File: config.mk
export PLATFORM = sky130hd
export DESIGN_NAME = decode_stage_sb
export DESIGN_NICKNAME = d
export VERILOG_FILES = /design/src/rtl/decode_pkg.sv /design/src/rtl/decode_scoreboard.sv /design/src/rtl/decode_stage_sb.sv
export SDC_FILE = /design/constraint.sdc
export NUM_CORES = 2
export LEC_CHECK = 0
export CORE_AREA = 2 2 406 408
export DETAILED_ROUTE_END_ITERATION = 10
export DIE_AREA = 0 0 408 410
export SLEW_MARGIN = 10
export SYNTH_ARGS = -nofsm -noshare
export SYNTH_HDL_FRONTEND = slang
export SYNTH_SLANG_ARGS = --single-unit
File: constraint.sdc
create_clock -name clk -period 28.2 [get_ports clk]
set_input_delay 4.23 -clock clk [delete_from_list [all_inputs] [get_ports clk]]
set_output_delay 4.23 -clock clk [all_outputs]
set_load 0.03 [all_outputs]
File: src/rtl/decode_pkg.sv
// Shared types and field indices for the TessiaX32 decode stage.
package decode_pkg;

  typedef enum logic [1:0] {
    IMM8  = 2'b00,
    IMM12 = 2'b01,
    BR24  = 2'b10,
    RSVD  = 2'b11
  } imm_src_t;

  // Bit positions within reg_src_d.
  localparam int unsigned REGSRC_PC = 0;
  localparam int unsigned REGSRC_RD = 1;

endpackage

File: src/rtl/decode_scoreboard.sv
// Per-register pending-write counters with busy/full lookups for hazard detection.
module decode_scoreboard
  import decode_pkg::*;
#(
  parameter int unsigned NREGS = 16,
  parameter int unsigned CNT_W = 2,
  localparam int unsigned AW   = $clog2(NREGS)
) (
  input  logic          clk,
  input  logic          reset,
  input  logic          inc,
  input  logic [AW-1:0] inc_addr,
  input  logic          dec_w,
  input  logic [AW-1:0] dec_w_addr,
  input  logic          dec_f,
  input  logic [AW-1:0] dec_f_addr,
  input  logic [AW-1:0] look_a,
  input  logic [AW-1:0] look_b,
  input  logic [AW-1:0] look_dest,
  output logic          busy_a,
  output logic          busy_b,
  output logic          full
);

  localparam int MAX = (1 << CNT_W) - 1;

  logic [CNT_W-1:0] pend_q [NREGS];
  logic [CNT_W-1:0] pend_d [NREGS];

  // A register whose last outstanding write is retiring this cycle is already readable
  // through the regfile bypass, so it is not reported busy.
  assign busy_a = (pend_q[look_a] != '0) &&
                  !(dec_w && (dec_w_addr == look_a) && (pend_q[look_a] == CNT_W'(1)));
  assign busy_b = (pend_q[look_b] != '0) &&
                  !(dec_w && (dec_w_addr == look_b) && (pend_q[look_b] == CNT_W'(1)));
  assign full   = (pend_q[look_dest] == '1);

  always_comb begin
    int n;
    n = 0;
    for (int r = 0; r < NREGS; r++) begin
      n = int'(pend_q[r]);
      if (inc && (inc_addr == AW'(r))) n = n + 1;
      if (dec_w && (dec_w_addr == AW'(r)) && (pend_q[r] != '0)) n = n - 1;
      if (dec_f && (dec_f_addr == AW'(r))) n = n - 1;
      // Saturate rather than wrap in either direction.
      if (n < 0) n = 0;
      if (n > MAX) n = MAX;
      pend_d[r] = CNT_W'(n);
    end
  end

  always_ff @(posedge clk or posedge reset) begin
    if (reset) begin
      for (int r = 0; r < NREGS; r++) pend_q[r] <= '0;
    end else begin
      for (int r = 0; r < NREGS; r++) pend_q[r] <= pend_d[r];
    end
  end

endmodule

File: src/rtl/decode_stage_sb.sv
// Decode stage: regfile with write-through bypass, immediate extension, scoreboard
// hazard detection and the registered D->E pipeline stage.
module decode_stage_sb
  import decode_pkg::*;
#(
  parameter int unsigned WIDTH  = 32,
  parameter int unsigned NREGS  = 16,
  parameter int unsigned PC_IDX = 15,
  parameter int unsigned CNT_W  = 2,
  localparam int unsigned AW    = $clog2(NREGS)
) (
  input  logic             clk,
  input  logic             reset,
  input  logic             valid_d,
  input  logic [31:0]      instr_d,
  input  logic [WIDTH-1:0] pc_plus8_d,
  input  logic [1:0]       reg_src_d,
  input  logic [1:0]       imm_src_d,
  input  logic             reg_write_d,
  input  logic             stall_e,
  input  logic             flush_e,
  input  logic             reg_write_w,
  input  logic [AW-1:0]    wa3_w,
  input  logic [WIDTH-1:0] result_w,
  output logic             hazard_d,
  output logic             valid_e,
  output logic [WIDTH-1:0] rd1_e,
  output logic [WIDTH-1:0] rd2_e,
  output logic [WIDTH-1:0] ext_imm_e,
  output logic [AW-1:0]    ra1_e,
  output logic [AW-1:0]    ra2_e,
  output logic [AW-1:0]    wa3_e,
  output logic             reg_write_e
);

  localparam logic [AW-1:0] PC_A = AW'(PC_IDX);

  logic [WIDTH-1:0] rf_q [NREGS];
  logic [AW-1:0]    ra1, ra2, wa3;
  logic [WIDTH-1:0] rd1, rd2, ext_imm;
  logic             sb_busy_a, sb_busy_b, sb_full;
  logic             fire;
  logic             unused_instr;

  // Register fields sit at fixed instruction offsets; the top byte is opcode space.
  assign ra1 = reg_src_d[REGSRC_PC] ? PC_A : instr_d[16 +: AW];
  assign ra2 = reg_src_d[REGSRC_RD] ? instr_d[12 +: AW] : instr_d[0 +: AW];
  assign wa3 = instr_d[12 +: AW];
  assign unused_instr = ^instr_d[31:24];

  assign rd1 = (ra1 == PC_A)                      ? pc_plus8_d :
               (reg_write_w && (wa3_w == ra1))    ? result_w   : rf_q[ra1];
  assign rd2 = (ra2 == PC_A)                      ? pc_plus8_d :
               (reg_write_w && (wa3_w == ra2))    ? result_w   : rf_q[ra2];

  always_comb begin
    ext_imm = '0;
    unique case (imm_src_t'(imm_src_d))
      IMM8:  ext_imm = {{(WIDTH-8){1'b0}}, instr_d[7:0]};
      IMM12: ext_imm = {{(WIDTH-12){1'b0}}, instr_d[11:0]};
      BR24:  ext_imm = {{(WIDTH-26){instr_d[23]}}, instr_d[23:0], 2'b00};
      RSVD:  ext_imm = '0;
    endcase
  end

  always_ff @(posedge clk or posedge reset) begin
    if (reset) begin
      for (int r = 0; r < NREGS; r++) rf_q[r] <= '0;
    end else if (reg_write_w && (wa3_w != PC_A)) begin
      rf_q[wa3_w] <= result_w;
    end
  end

  decode_scoreboard #(
    .NREGS (NREGS),
    .CNT_W (CNT_W)
  ) u_scoreboard (
    .clk        (clk),
    .reset      (reset),
    .inc        (fire && reg_write_d && (wa3 != PC_A)),
    .inc_addr   (wa3),
    .dec_w      (reg_write_w),
    .dec_w_addr (wa3_w),
    .dec_f      (flush_e && valid_e && reg_write_e),
    .dec_f_addr (wa3_e),
    .look_a     (ra1),
    .look_b     (ra2),
    .look_dest  (wa3),
    .busy_a     (sb_busy_a),
    .busy_b     (sb_busy_b),
    .full       (sb_full)
  );

  // RA2 is checked even for immediate forms: conservative, never misses a hazard.
  assign hazard_d = valid_d && ((sb_busy_a && (ra1 != PC_A)) ||
                                (sb_busy_b && (ra2 != PC_A)) ||
                                (reg_write_d && sb_full));
  assign fire     = valid_d && !hazard_d && !stall_e && !flush_e;

  always_ff @(posedge clk or posedge reset) begin
    if (reset) begin
      valid_e     <= 1'b0;
      reg_write_e <= 1'b0;
      rd1_e       <= '0;
      rd2_e       <= '0;
      ext_imm_e   <= '0;
      ra1_e       <= '0;
      ra2_e       <= '0;
      wa3_e       <= '0;
    end else if (flush_e) begin
      valid_e     <= 1'b0;
      reg_write_e <= 1'b0;
    end else if (stall_e) begin
      valid_e     <= valid_e;
    end else if (fire) begin
      valid_e     <= 1'b1;
      reg_write_e <= reg_write_d;
      rd1_e       <= rd1;
      rd2_e       <= rd2;
      ext_imm_e   <= ext_imm;
      ra1_e       <= ra1;
      ra2_e       <= ra2;
      wa3_e       <= wa3;
    end else begin
      valid_e     <= 1'b0;
      reg_write_e <= 1'b0;
    end
  end

endmodule
==> results.yml <==
setup_path:
  path_max_fanout: 28
  max_stage_delay_ps: 740
  reg2reg_slack_ps: 22950
  r2r_cells: 17
  worstPathArrival_ps: 9070
  critPathCaptureType: "output pin"
  critPathSlowestCell: "clkdlybuf4s50_1"
  cpMostUsedCell: "buf_4"
  critPathRequiredTime_ps: 23970
  worstPathCellList: "clkdlybuf4s50_1, buf_4, mux2i_4, buf_4, buf_4, nor3_2, nor3_1, a22o_1, nand2_1, a21boi_0, clkdlybuf4s50_1"
  rr_endpoint: "u_scoreboard.pend_q[13]$_DFF_PP0_"
  crit_end: "hazard_d"
  startpoint: "reg_src_d[1]"
  reg2reg_from: "u_scoreboard.pend_q[27]$_DFF_PP0_"
  start_kind: "primary input"
  criticalPathCategory: "primary input to output pin"
logic_synthesis:
  synth_ff_type: "dfrtp_1"
  synth.area.top_cells: "dfrtp_1, mux4_2, mux2_2"
  syn_area_sq_um: 38910
  yosys_warnings: 0
  synth.distinct_cells: 86
  syn_nets: 3570
  netlist_instances: 3352
  async_flop_share_pct: 100.0
  syn-mean-instance-area_sq_um: 11.61
  synth_top_area_share_pct: 41.67
  synth_top_area_cell: "dfrtp_1"
  yosysSeqAreaShare_pct: 41.67
  synth_edf_count: 0
  synth-seq-cells: 648
finish:
  multiInputGateArea_sq_um: 21430
  layout-drive-gt1-share_pct: 29.35
  finalNonFillerCells: 5640
  area_growth_pct: 17.84
  final_common_cell: "dfrtp_1"
  antenna_cells: 0
  fillCellCount: 16806
  mostFrequentLayoutCells: "dfrtp_1, mux2_2, nand2_1"
  ff_latch_area_sq_um: 16220
  finalNetCount: 3608
detailed_routing:
  ant_nets: 0
  drc_errors: 0
  initialDrtViolationCount: 2739
  via_per_inst: 5.128
  route.vias.total: 28922
  routed_wirelength_mm: 129.8
  drt_pass1_iterations: 8
  wl_per_cell_um: 23.01
clock_tree:
  cts_buffer_depth: 3
  h-tree-depth: 3
  clock_sinks: 648
  cts_tree: "built"
  post_cts_resized: 0
  cts_buffers: 81
  holdBufCountCts: 0
  path_clk_slew_ps: 60
  cts-root-buf: "clkbuf_16"
  insertion_delay_ps: 680
  cts_setup_buffers: 0
floorplanning:
  dieWidth_um: 408
  row_count: 149
  boundaryPins: 222
  initial_core_util_pct: 23.80
  core_area_sq_um: 163500
  die_height_um: 410
  die_area_sq_um: 167300
timing:
  fmax_mhz: 75.21
  finalCriticalPeriod_ps: 13300
  slew_violations: 0
  slew_headroom_pct: 24.41
  fin_worst_skew_ps: 37.47
  tightestPinTransition_ps: 1128
  final-setup-viol-count: 0
  setup_tns_ps: 0
  fin_crit_sh_pct: 47.15
  rsz0062_at_grt: "no"
  hold_viol: 0
global_routing:
  grt_start_max_net_pins: 170
  antenna_found_initial: 15
  grt_pass1_wl_mm: 193.9
  overflow: 0
  grt_pass1_vias: 29110
  grt.total_usage_pct: 15.25
min_path:
  hold_start: "rf_q[20]$_DFFE_PP0P_"
  hp-class: "register to register"
place:
  placed_cells: 5496
  hpwl_mm: 78.56
  gp_congestion: 0.8874
  io_buffers: 213
flow_run:
  drv_cap: 0
status:
  run_status: "finished clean"
pwr:
  vdd_ir_drop_max_uv: 55.39
  power.total_uw: 3694
  p_leak_uw: 0.01814
  powerDensity_nw_per_um2: 80.57
[critical path: cells and delay by family]
| kind | cells | cell delay [ps] |
|---|---|---|
| buf+inv | 5 | 2760 |
| compound gates | 2 | 760 |
| simple gates | 3 | 850 |
| mux | 1 | 390 |
[synthesized netlist by cell type (all sizes together) (6+ instances only)]
cell type,number
a211o,9
a211oi,44
a21boi,7
a21o,7
a21oi,137
a22oi,6
a311oi,36
a31o,6
a31oi,22
and2,44
and3,10
buf,74
clkbuf,244
dfrtp,648
ha,107
inv,57
mux2,510
mux2i,54
mux4,260
nand2,367
nand2b,22
nand3,62
nand4,18
nor2,132
nor2b,24
nor3,45
nor4,15
o2111ai,26
o21ai,174
o22ai,8
o32ai,13
or2,6
or3,9
xnor2,48
xor2,10
[kinds of logic (layout without fill, tap and decap cells)]
kind of cell | Yosys count | after routing | share of synthesized area (%)
muxes | 824 | 824 | 31.21
DFF | 648 | 648 | 41.67
and+or+nand+nor | 779 | 779 | 9.293
adders and majority gates | 107 | 107 | 3.441
AOI/OAI and AO/OA | 559 | 559 | 9.261
xor gates and xnor gates | 59 | 59 | 1.363
buffers and inverters | 376 | 475 | 3.762
[per-layer routing]
layer  vias up  part of all wire [%]  GRT usage [%]
met5         -                  0.10              0
met4        20                   3.3          5.268
met3       271                   8.6          3.724
met2      1268                    44          23.27
met1     14813                    44          20.99
li1      12550                     -              -
[stage by stage]
stage | utilization, % | hold slack [ps] | setup slack, ps | area, sq um
final | 28.04 | 395.6 | 14900 | 45850
after detailed placement | 26.43 | 383.0 | 14840 | 43220
after global routing | 28.04 | 403.2 | 14720 | 45850
after floorplan | - | 440.7 | 5814 | 38910
after CTS | 28.04 | 396.2 | 14880 | 45850
after global placement | 26.43 | 378.4 | 14910 | 43220
[final cells by class]
class                   count  share of cell area (%)
inverters                  58                  0.4912
well taps                2189                   5.973
clock inverters            30                  0.7286
repair buffers            273                   5.676
flip-flops and latches    648                   35.36
multi-input cells        2328                   46.74
clock buffers             114                   5.024
[state kept, by name, summed over array words and instances, names as in the netlist]
signal and count:
reg_write_e 1, ext_imm_e 26, valid_e 1, ra2_e 4, u_scoreboard.pend_q 32, rd2_e 32
wa3_e 4, rd1_e 32, rf_q 512, ra1_e 4
[power by group]
part	switching (uW)	total, uW	internal [uW]
sequential	216	1390	1170
clock	430	1050	617
combinational	642	1260	615
total	1290	3690	2410
[worst min-delay path by stage]
| stage | endpoint | slack (ps) | cells after the start |
|---|---|---|---|
| global placement | rf_q[29]$_DFFE_PP0P_ | 380 | 0 |
| finish | rf_q[20]$_DFFE_PP0P_ | 400 | 0 |
| floorplan | rf_q[0]$_DFFE_PP0P_ | 440 | 1 |
| detailed placement | rf_q[15]$_DFFE_PP0P_ | 380 | 0 |
| global route | rf_q[6]$_DFFE_PP0P_ | 400 | 0 |
| CTS | rf_q[7]$_DFFE_PP0P_ | 400 | 0 |
No activity file was read; power rests on OpenSTA's default activity.
